===== src/rtl/axi_addr_router_if.sv =====
// Requester-side bus for axi_addr_router: independent write and read
// request/response channels between the AXI-lite slave and the router.
interface axi_addr_router_if #(
    parameter int ADDR_W = 32,
    parameter int DATA_W = 32
);
    logic              we;
    logic [ADDR_W-1:0] waddr;
    logic [DATA_W-1:0] wdata;
    logic              wdone;
    logic              werr;
    logic              re;
    logic [ADDR_W-1:0] raddr;
    logic              rdone;
    logic              rerr;
    logic [DATA_W-1:0] rdata;

    modport master (
        output we, waddr, wdata, re, raddr,
        input  wdone, werr, rdone, rerr, rdata
    );

    modport slave (
        input  we, waddr, wdata, re, raddr,
        output wdone, werr, rdone, rerr, rdata
    );
endinterface


===== src/rtl/axi_addr_router.sv =====
// Address router: decodes write/read requests onto N_TGT register targets
// with base/mask matching, per-channel FSMs and an ack timeout.
module axi_addr_router #(
    parameter int                       N_TGT       = 4,
    parameter int                       ADDR_W      = 32,
    parameter int                       DATA_W      = 32,
    parameter logic [N_TGT*ADDR_W-1:0] TGT_BASE    = {32'hA000_0000, 32'h9000_0000,
                                                       32'h8000_0000, 32'h0000_0000},
    parameter logic [N_TGT*ADDR_W-1:0] TGT_MASK    = {32'hF000_0000, 32'hF000_0000,
                                                       32'hF000_0000, 32'h8000_0000},
    parameter int                       TIMEOUT_CYC = 256,
    parameter logic [DATA_W-1:0]        ERR_DATA    = 32'hDEC0_DEAD
) (
    input  logic                    clk,
    input  logic                    rst_n,
    axi_addr_router_if.slave        bus,
    output logic [N_TGT-1:0]        tgt_we,
    output logic [ADDR_W-1:0]       tgt_waddr,
    output logic [DATA_W-1:0]       tgt_wdata,
    input  logic [N_TGT-1:0]        tgt_wdone,
    output logic [N_TGT-1:0]        tgt_re,
    output logic [ADDR_W-1:0]       tgt_raddr,
    input  logic [N_TGT-1:0]        tgt_rdone,
    input  logic [N_TGT*DATA_W-1:0] tgt_rdata
);
    localparam int SEL_W = (N_TGT > 1) ? $clog2(N_TGT) : 1;
    localparam int CNT_W = (TIMEOUT_CYC > 0) ? $clog2(TIMEOUT_CYC + 1) : 1;

    typedef enum logic [1:0] {W_IDLE, W_WAIT, W_RESP} w_state_t;
    typedef enum logic [1:0] {R_IDLE, R_WAIT, R_RESP} r_state_t;

    w_state_t w_state, w_nxt;
    r_state_t r_state, r_nxt;

    logic              w_hit, r_hit;
    logic [SEL_W-1:0]  w_sel_d, r_sel_d, w_sel, r_sel;
    logic [ADDR_W-1:0] w_off_d, r_off_d, w_off, r_off;
    logic [DATA_W-1:0] w_dat, r_data;
    logic              w_err, r_err;
    logic [CNT_W-1:0]  w_cnt, r_cnt;
    logic              w_ack, r_ack, w_tmo, r_tmo;

    // Scan high to low so the lowest matching index wins.
    function automatic void decode(
        input  logic [ADDR_W-1:0] a,
        output logic              hit,
        output logic [SEL_W-1:0]  sel,
        output logic [ADDR_W-1:0] off
    );
        hit = 1'b0;
        sel = '0;
        off = '0;
        for (int i = N_TGT - 1; i >= 0; i--) begin
            if ((a & TGT_MASK[i*ADDR_W +: ADDR_W]) == TGT_BASE[i*ADDR_W +: ADDR_W]) begin
                hit = 1'b1;
                sel = SEL_W'(i);
                off = a & ~TGT_MASK[i*ADDR_W +: ADDR_W];
            end
        end
    endfunction

    always_comb begin
        decode(bus.waddr, w_hit, w_sel_d, w_off_d);
    end

    always_comb begin
        decode(bus.raddr, r_hit, r_sel_d, r_off_d);
    end

    assign w_ack = tgt_wdone[w_sel];
    assign r_ack = tgt_rdone[r_sel];
    assign w_tmo = (TIMEOUT_CYC != 0) && (w_cnt == CNT_W'(TIMEOUT_CYC - 1));
    assign r_tmo = (TIMEOUT_CYC != 0) && (r_cnt == CNT_W'(TIMEOUT_CYC - 1));

    always_comb begin
        w_nxt = w_state;
        unique case (w_state)
            W_IDLE:  if (bus.we) w_nxt = w_hit ? W_WAIT : W_RESP;
            W_WAIT:  if (w_ack || w_tmo) w_nxt = W_RESP;
            W_RESP:  w_nxt = W_IDLE;
            default: w_nxt = W_IDLE;
        endcase
    end

    always_comb begin
        r_nxt = r_state;
        unique case (r_state)
            R_IDLE:  if (bus.re) r_nxt = r_hit ? R_WAIT : R_RESP;
            R_WAIT:  if (r_ack || r_tmo) r_nxt = R_RESP;
            R_RESP:  r_nxt = R_IDLE;
            default: r_nxt = R_IDLE;
        endcase
    end

    always_ff @(posedge clk or negedge rst_n) begin
        if (!rst_n) begin
            w_state <= W_IDLE;
            w_sel   <= '0;
            w_off   <= '0;
            w_dat   <= '0;
            w_err   <= 1'b0;
            w_cnt   <= '0;
        end else begin
            w_state <= w_nxt;
            if (w_state == W_IDLE && bus.we) begin
                w_sel <= w_sel_d;
                w_off <= w_off_d;
                w_dat <= bus.wdata;
                w_err <= !w_hit;
                w_cnt <= '0;
            end else if (w_state == W_WAIT) begin
                if (w_ack) w_err <= 1'b0;
                else if (w_tmo) w_err <= 1'b1;
                else if (w_cnt != '1) w_cnt <= w_cnt + 1'b1;
            end
        end
    end

    // rdata is only rewritten when a read finishes, so it holds between rdones.
    always_ff @(posedge clk or negedge rst_n) begin
        if (!rst_n) begin
            r_state <= R_IDLE;
            r_sel   <= '0;
            r_off   <= '0;
            r_data  <= '0;
            r_err   <= 1'b0;
            r_cnt   <= '0;
        end else begin
            r_state <= r_nxt;
            if (r_state == R_IDLE && bus.re) begin
                r_sel <= r_sel_d;
                r_off <= r_off_d;
                r_err <= !r_hit;
                r_cnt <= '0;
                if (!r_hit) r_data <= ERR_DATA;
            end else if (r_state == R_WAIT) begin
                if (r_ack) begin
                    r_data <= tgt_rdata[r_sel*DATA_W +: DATA_W];
                    r_err  <= 1'b0;
                end else if (r_tmo) begin
                    r_data <= ERR_DATA;
                    r_err  <= 1'b1;
                end else if (r_cnt != '1) begin
                    r_cnt <= r_cnt + 1'b1;
                end
            end
        end
    end

    assign tgt_we    = (w_state == W_WAIT) ? (N_TGT'(1) << w_sel) : '0;
    assign tgt_waddr = (w_state == W_WAIT) ? w_off : '0;
    assign tgt_wdata = (w_state == W_WAIT) ? w_dat : '0;
    assign tgt_re    = (r_state == R_WAIT) ? (N_TGT'(1) << r_sel) : '0;
    assign tgt_raddr = (r_state == R_WAIT) ? r_off : '0;

    assign bus.wdone = (w_state == W_RESP);
    assign bus.werr  = (w_state == W_RESP) && w_err;
    assign bus.rdone = (r_state == R_RESP);
    assign bus.rerr  = (r_state == R_RESP) && r_err;
    assign bus.rdata = r_data;
endmodule


===== src/flat_wrapper.sv =====
// flat-port wrapper written by rule: the top's interface ports become plain ports
module axi_addr_router_flat 
#(
    parameter int                       N_TGT       = 4,
    parameter int                       ADDR_W      = 32,
    parameter int                       DATA_W      = 32,
    parameter logic [N_TGT*ADDR_W-1:0] TGT_BASE    = {32'hA000_0000, 32'h9000_0000,
                                                       32'h8000_0000, 32'h0000_0000},
    parameter logic [N_TGT*ADDR_W-1:0] TGT_MASK    = {32'hF000_0000, 32'hF000_0000,
                                                       32'hF000_0000, 32'h8000_0000},
    parameter int                       TIMEOUT_CYC = 256,
    parameter logic [DATA_W-1:0]        ERR_DATA    = 32'hDEC0_DEAD
)
  (clk, rst_n, tgt_we, tgt_waddr, tgt_wdata, tgt_wdone, tgt_re, tgt_raddr, tgt_rdone, tgt_rdata, bus_we, bus_waddr, bus_wdata, bus_re, bus_raddr, bus_wdone, bus_werr, bus_rdone, bus_rerr, bus_rdata);
  axi_addr_router_if #(.ADDR_W(ADDR_W), .DATA_W(DATA_W)) bus_i ();
  input  logic clk;
  input  logic rst_n;
  output logic [N_TGT-1:0] tgt_we;
  output logic [ADDR_W-1:0] tgt_waddr;
  output logic [DATA_W-1:0] tgt_wdata;
  input  logic [N_TGT-1:0] tgt_wdone;
  output logic [N_TGT-1:0] tgt_re;
  output logic [ADDR_W-1:0] tgt_raddr;
  input  logic [N_TGT-1:0] tgt_rdone;
  input  logic [N_TGT*DATA_W-1:0] tgt_rdata;
  input wire logic [$bits(bus_i.we)-1:0] bus_we;
  input wire logic [$bits(bus_i.waddr)-1:0] bus_waddr;
  input wire logic [$bits(bus_i.wdata)-1:0] bus_wdata;
  input wire logic [$bits(bus_i.re)-1:0] bus_re;
  input wire logic [$bits(bus_i.raddr)-1:0] bus_raddr;
  output wire logic [$bits(bus_i.wdone)-1:0] bus_wdone;
  output wire logic [$bits(bus_i.werr)-1:0] bus_werr;
  output wire logic [$bits(bus_i.rdone)-1:0] bus_rdone;
  output wire logic [$bits(bus_i.rerr)-1:0] bus_rerr;
  output wire logic [$bits(bus_i.rdata)-1:0] bus_rdata;
  assign bus_i.we = bus_we;
  assign bus_i.waddr = bus_waddr;
  assign bus_i.wdata = bus_wdata;
  assign bus_i.re = bus_re;
  assign bus_i.raddr = bus_raddr;
  assign bus_wdone = bus_i.wdone;
  assign bus_werr = bus_i.werr;
  assign bus_rdone = bus_i.rdone;
  assign bus_rerr = bus_i.rerr;
  assign bus_rdata = bus_i.rdata;
  axi_addr_router #(.N_TGT(N_TGT), .ADDR_W(ADDR_W), .DATA_W(DATA_W), .TGT_BASE(TGT_BASE), .TGT_MASK(TGT_MASK), .TIMEOUT_CYC(TIMEOUT_CYC), .ERR_DATA(ERR_DATA)) u_core (.clk(clk), .rst_n(rst_n), .bus(bus_i), .tgt_we(tgt_we), .tgt_waddr(tgt_waddr), .tgt_wdata(tgt_wdata), .tgt_wdone(tgt_wdone), .tgt_re(tgt_re), .tgt_raddr(tgt_raddr), .tgt_rdone(tgt_rdone), .tgt_rdata(tgt_rdata));
endmodule

===== config.mk =====
export PLATFORM = sky130hd
export DESIGN_NAME = axi_addr_router_flat
export DESIGN_NICKNAME = d
export VERILOG_FILES = /design/src/rtl/axi_addr_router_if.sv /design/src/rtl/axi_addr_router.sv /design/src/flat_wrapper.sv
export SDC_FILE = /design/constraint.sdc
export NUM_CORES = 1
export LEC_CHECK = 0
export ABC_AREA = 0
export BUFFER_PORTS_ARGS = -buffer_cell sky130_fd_sc_hd__buf_2
export CORE_AREA = 2 2 144 146
export CTS_CLUSTER_SIZE = 28
export DETAILED_ROUTE_END_ITERATION = 8
export DIE_AREA = 0 0 146 148
export GPL_TIMING_DRIVEN = 0
export HOLD_SLACK_MARGIN = 0.03
export PLACE_DENSITY = 0.67
export SLEW_MARGIN = 5
export SYNTH_ARGS = -nofsm -noshare
export SYNTH_HDL_FRONTEND = slang
export SYNTH_SLANG_ARGS = --single-unit

===== constraint.sdc =====
create_clock -name clk -period 2.98 [get_ports clk]
set_clock_uncertainty 0.15 [all_clocks]
set_input_delay 0.596 -clock clk [delete_from_list [all_inputs] [get_ports clk]]
set_output_delay 0.596 -clock clk [all_outputs]
set_load 0.05 [all_outputs]

### Word level (Yosys, flattened, before mapping)

Cells that the tools add are included.

* $add $sub $neg: 2
* magnitude comparators: 2
* eq/ne operators: 23
* shifts and indexed selects: 3
* mux-type cells: 64
* reduce and logical (&&, ||, !) cells: 25

Operators with widths (count)
* 32-bit 2-to-1 mux: 14
* 128-bit by 8-bit indexed part select with 32-bit output: 1
* 9-bit 2-to-1 mux: 10
* 32-bit logical NOT: 2
* 28-bit 2-to-1 mux: 2
* 2-bit 2-to-1 mux: 14
* 4-bit == test, second input constant: 6
* 9-bit by 1-bit adder with 9-bit output, second input constant: 2
* 9-bit by 8-bit == test with 1-bit output, second input constant: 2
* 1-bit 2-to-1 mux: 18
* 9-bit != test, second input constant: 2
* 2-bit != test, second input constant: 7
* 4-bit 2-to-1 mux: 2
* 2-bit case mux with 2 select lines: 2
* 2-bit AND reduction: 4
* 4-bit AND reduction: 2
* 2-bit nonzero test: 4
* 1-bit by 2-bit << shifter with 4-bit output, first input constant: 2
* 2-bit by 3-bit less-than comparator with 1-bit output, second input constant: 2
* 3-bit nonzero test: 2
* 1-bit binary-select mux with 2-bit select: 2
* 2-bit by 1-bit == test with 1-bit output, second input constant: 2
* 2-bit == test, second input constant: 2
* 1-bit logical AND: 4
* 5 further kinds: 9

* flip-flop bits (word level): 156
* input bits: 236
* output and inout port bits: 140

### Longest topological paths before layout

* depth after elaboration: 8
* gate-level depth with buffers: 10

### Least setup slack after synthesis

No wires, ideal clock.

* kind: reg-to-output
* start point: register u_core.r_sel[1]
* end point: output port tgt_re[1]
* arrival time: 2043 ps
* slack: 191 ps
* stages on the path, launching flop included: 4
* cell sequence: dfrtp_1 buf_1 clkbuf_1 nor3b_1

* cells in the longest elaborated chain, start to end: 2

RTL lines
* start: declaration: line axi_addr_router.sv:36 `logic [SEL_W-1:0] w_sel_d, r_sel_d, w_sel, r_sel;`
* start signal: assignment: line axi_addr_router.sv:131 `r_sel <= r_sel_d;`
* 1-bit by 2-bit << shifter with 4-bit output: line axi_addr_router.sv:153 `assign tgt_re = (r_state == R_WAIT) ? (N_TGT'(1) << r_sel) : '0;`
* 4-bit 2-to-1 mux: line axi_addr_router.sv:153
* end: declaration: line flat_wrapper.sv:22 `output logic [N_TGT-1:0] tgt_re;`

Every way passes these cells.

### Final worst setup path

* start point: register u_core.r_state[0]
* end point: output port tgt_re[2]

* cells in the longest elaborated chain, start to end: 2

RTL lines
* start: declaration: line axi_addr_router.sv:33 `r_state_t r_state, r_nxt;`
* start signal: assignment: line axi_addr_router.sv:129 `r_state <= r_nxt;`
* 2-bit by 1-bit == test with 1-bit output: line axi_addr_router.sv:153
* 4-bit 2-to-1 mux: line axi_addr_router.sv:153

Every way passes these cells.

==> results.json <==
{
  "end_kind": "output port",
  "timing_hold_violations_final": 0,
  "async_reset_ff_share_pct": 100,
  "syn_area_um2": 7770,
  "crit_type": "flop to output port",
  "worstSetupStartpoint": "u_core.r_state[0]$_DFFE_PN0P_",
  "crit_path_start_kind": "flop",
  "synth_area_leaders": "dfrtp_1, nand2_1, mux4_2, and2_1, o21ai_0",
  "grt_use_met1_pct": 28.7,
  "synth_cell_types": 47,
  "fmax_mhz": 353,
  "p_int_mw": 5.66,
  "clkTransAtPathRegs_ps": 70,
  "ys_warn_count": 0,
  "slew_headroom_pct": 53.7,
  "start_util_pct": 38.8,
  "synth_top_area_share_pct": 49.6,
  "final-setup-viol-count": 0,
  "slew_viol_final": 0,
  "p_sw_mw": 5.14,
  "nets": 1431,
  "cts_buffers": 17,
  "via_per_inst": 4.90,
  "drtAntennaViolNets": 0,
  "cts_max_level": 4,
  "dieArea_um2": 21600,
  "max_stage_delay_ps": 400,
  "antenna_found_initial": 3,
  "yosysTopAreaCell": "dfrtp_1",
  "grt_first_pass_wirelength_mm": 38.9,
  "busiest_layer": "met2",
  "syn_to_final_growth_pct": 36.6,
  "die_x_um": 146,
  "holdWs_ps": 207,
  "reg2reg_from": "u_core.r_cnt[0]$_DFFE_PN0P_",
  "cts_sinks": 154,
  "ys_ff_latch": 154,
  "drc": 0,
  "power.total_mw": 10.8,
  "r2r_slack_ps": 410,
  "ir_worst_vdd_uv": 510,
  "sw_frac_of_total_pct": 47.6,
  "grt_max_degree": 107,
  "hpwl_mm": 19.4,
  "drt_wl_total_mm": 24.8,
  "clkPwrFrac_pct": 19.5,
  "rows": 52,
  "crit_buf_inv": 3,
  "drt_iter0_markers": 275,
  "finalCriticalPeriod_ps": 2830,
  "reg2reg_depth": 10,
  "cts_root_buffer": "clkbuf_16",
  "synth_edf_count": 0,
  "post_cts_buffers": 0,
  "post-route-period-util_pct": 95.0,
  "leakage_nw": 5.44,
  "power_density_nw_per_um2": 1020,
  "pwr-share-comb_pct": 49.5,
  "worst_pin_slew_ps": 694,
  "outcome": "complete, no violations",
  "synthCells": 795,
  "gp_congestion": 0.815,
  "port-buffer-count": 373,
  "hp-class": "input port to flop",
  "met2_usage_pct": 39.7,
  "gr-total-overflow": 0,
  "insertion_delay_ps": 430,
  "seqPwrFrac_pct": 31.0,
  "cp.arrival_ps": 2080,
  "cp_cell_sequence": "nor2b_2, clkbuf_4, clkbuf_2, nand2_1, nor2_1, buf_2",
  "drive_gt1_share_pct": 39.4,
  "cts_max_path_buffers": 2,
  "yosysSeqAreaShare_pct": 49.6,
  "r2r_end": "u_core.bus.rdata[22]$_DFFE_PN0P_",
  "postSynthAreaPerCell_um2": 9.78,
  "setup.worst_path.end": "tgt_re[2]",
  "die_y_um": 148,
  "cpLargestDelayFamily": "buffers and inverters",
  "grt_pass1_vias": 7345,
  "pin_count": 376,
  "tns_ps": 0,
  "synth_flop_cell": "dfrtp_1",
  "grt_use_met3_pct": 4.69,
  "firstDrtPassIters": 4,
  "grt_setup_unrepaired": "no",
  "maxCapViolCount": 0,
  "worstPathRequired_ps": 2230,
  "core_area_um2": 20000,
  "cts_tree": "done",
  "wl_per_cell_um": 16.8,
  "critPathMaxFanout": 10,
  "cp_slowest_cell": "dfrtp_1",
  "grtUsageTotal_pct": 22.9,
  "cp.depth": 6,
  "num_vias": 7218
}
state kept, by name (all words and copies together), names as in the netlist:
name	count
u_core.w_state	2
u_core.r_state	2
u_core.w_off	31
u_core.r_off	31
u_core.w_sel	2
u_core.w_dat	32
u_core.bus.rdata	32
u_core.w_err	1
u_core.r_cnt	9
u_core.r_err	1
u_core.w_cnt	9
u_core.r_sel	2
cells by family (layout without fill, tap and decap cells):
family | Yosys count | in the layout | synth area share [%]
AND/OR/NAND/NOR | 406 | 406 | 24.7
flip-flops | 154 | 154 | 49.6
AO/OA/AOI/OAI | 119 | 119 | 10.1
buffers and inverters | 63 | 469 | 3.36
multiplexers | 41 | 41 | 10.7
adder cells (fa/ha/maj) | 6 | 6 | 0.966
XOR/XNOR | 5 | 5 | 0.563
other | 1 | 4 | 0.0482
cell usage after synthesis (3+ instances only):
cell type / count
o22a_1: 19
a22o_1: 13
buf_1: 9
nand3_1: 7
or4_1: 3
and2_1: 98
nor2_1: 11
mux4_2: 33
buf_2: 13
mux2i_1: 7
ha_1: 6
nor2b_1: 9
nor4_1: 3
o21ai_0: 61
o31ai_1: 9
nand2_1: 246
nand3b_1: 7
nand4_1: 6
a21oi_1: 9
clkbuf_1: 34
xnor2_1: 5
nand2b_1: 4
dfrtp_1: 154
inv_1: 3
tightest hold or removal path: cells and delay by family:
kind	cells	cell delay, ps
AND/OR/NAND/NOR	2	80
buffers and inverters	1	70
cell usage in the layout, fill, tap and decap left out, drive strengths merged, types with 2 or more instances in the layout:
| cell type | n |
|---|---|
| dfrtp | 154 |
| mux4 | 33 |
| mux2i | 7 |
| nand2 | 246 |
| buf | 396 |
| nand3 | 7 |
| nor4 | 3 |
| o31ai | 9 |
| conb | 2 |
| ha | 6 |
| nor2b | 9 |
| nand3b | 7 |
| or4 | 3 |
| nor3 | 3 |
| nand2b | 4 |
| inv | 11 |
| diode | 2 |
| a22o | 13 |
| o21ai | 61 |
| o211ai | 2 |
| clkinv | 3 |
| or3 | 2 |
| or2 | 2 |
| xnor2 | 5 |
| clkinvlp | 3 |
| o22a | 19 |
| and3 | 2 |
| nor2 | 11 |
| a21oi | 9 |
| and2 | 98 |
| clkbuf | 54 |
| nand4 | 6 |
worst min path at each step:
stage                                      end  cells past startpoint                         start
2_1_floorplan  u_core.bus.rdata[0]$_DFFE_PN0P_                      0                         rst_n
6_report           u_core.w_dat[9]$_DFFE_PN0P_                      3                  bus_wdata[9]
3_3_place_gp      u_core.r_off[30]$_DFFE_PN0P_                      2  u_core.r_off[30]$_DFFE_PN0P_
3_5_place_dp      u_core.w_off[30]$_DFFE_PN0P_                      2  u_core.w_off[30]$_DFFE_PN0P_
5_1_grt           u_core.w_dat[18]$_DFFE_PN0P_                      3                 bus_wdata[18]
4_1_cts           u_core.w_dat[21]$_DFFE_PN0P_                      3                 bus_wdata[21]
cell type report:
| type | instances | area, um^2 |
|---|---|---|
| diodes | 2 | 5.00 |
| well taps | 270 | 338 |
| inverters | 4 | 15.0 |
| multi-input cells | 579 | 3670 |
| plain buffers | 58 | 256 |
| clock buffers | 18 | 429 |
| clock inverters | 14 | 135 |
| repair buffers | 375 | 1910 |
| fillers | 1927 | 9420 |
| flip-flops and latches | 154 | 3850 |
repair_timing:
item	CTS	global route
endpoints found under the hold margin	48	0
gates cloned	0	0
pin swaps	0	0
hold buffers	1	0
setup endpoints to repair	62	14
gates resized for setup	9	5
through the flow:
step,instance area (um^2),setup WS (ps),utilization (%),std cells
floorplan,7780,191,-,796
global placement,9980,-1240,49.8,1439
detailed placement,10000,-34.3,50.0,1440
CTS,10600,18.8,52.9,1472
global route,10600,3.85,53.0,1473
finish,10600,149,53.0,1474
power groups by stage:
stage,Sequential [mW],Combinational (mW),Clock [mW]
detailed placement,3.36,5.40,0
global route,3.45,5.78,2.25
finish,3.35,5.35,2.11
CTS,3.35,5.41,2.15
floorplan,3.83,3.39,0
global placement,3.32,5.32,0
metal layers:
metal | wire length [um] | vias up
met5 | 0 | -
met4 | 546 | 0
met3 | 1540 | 35
met2 | 12400 | 278
met1 | 10300 | 3429
li1 | - | 3476
Power figures use the tool's default switching activity.
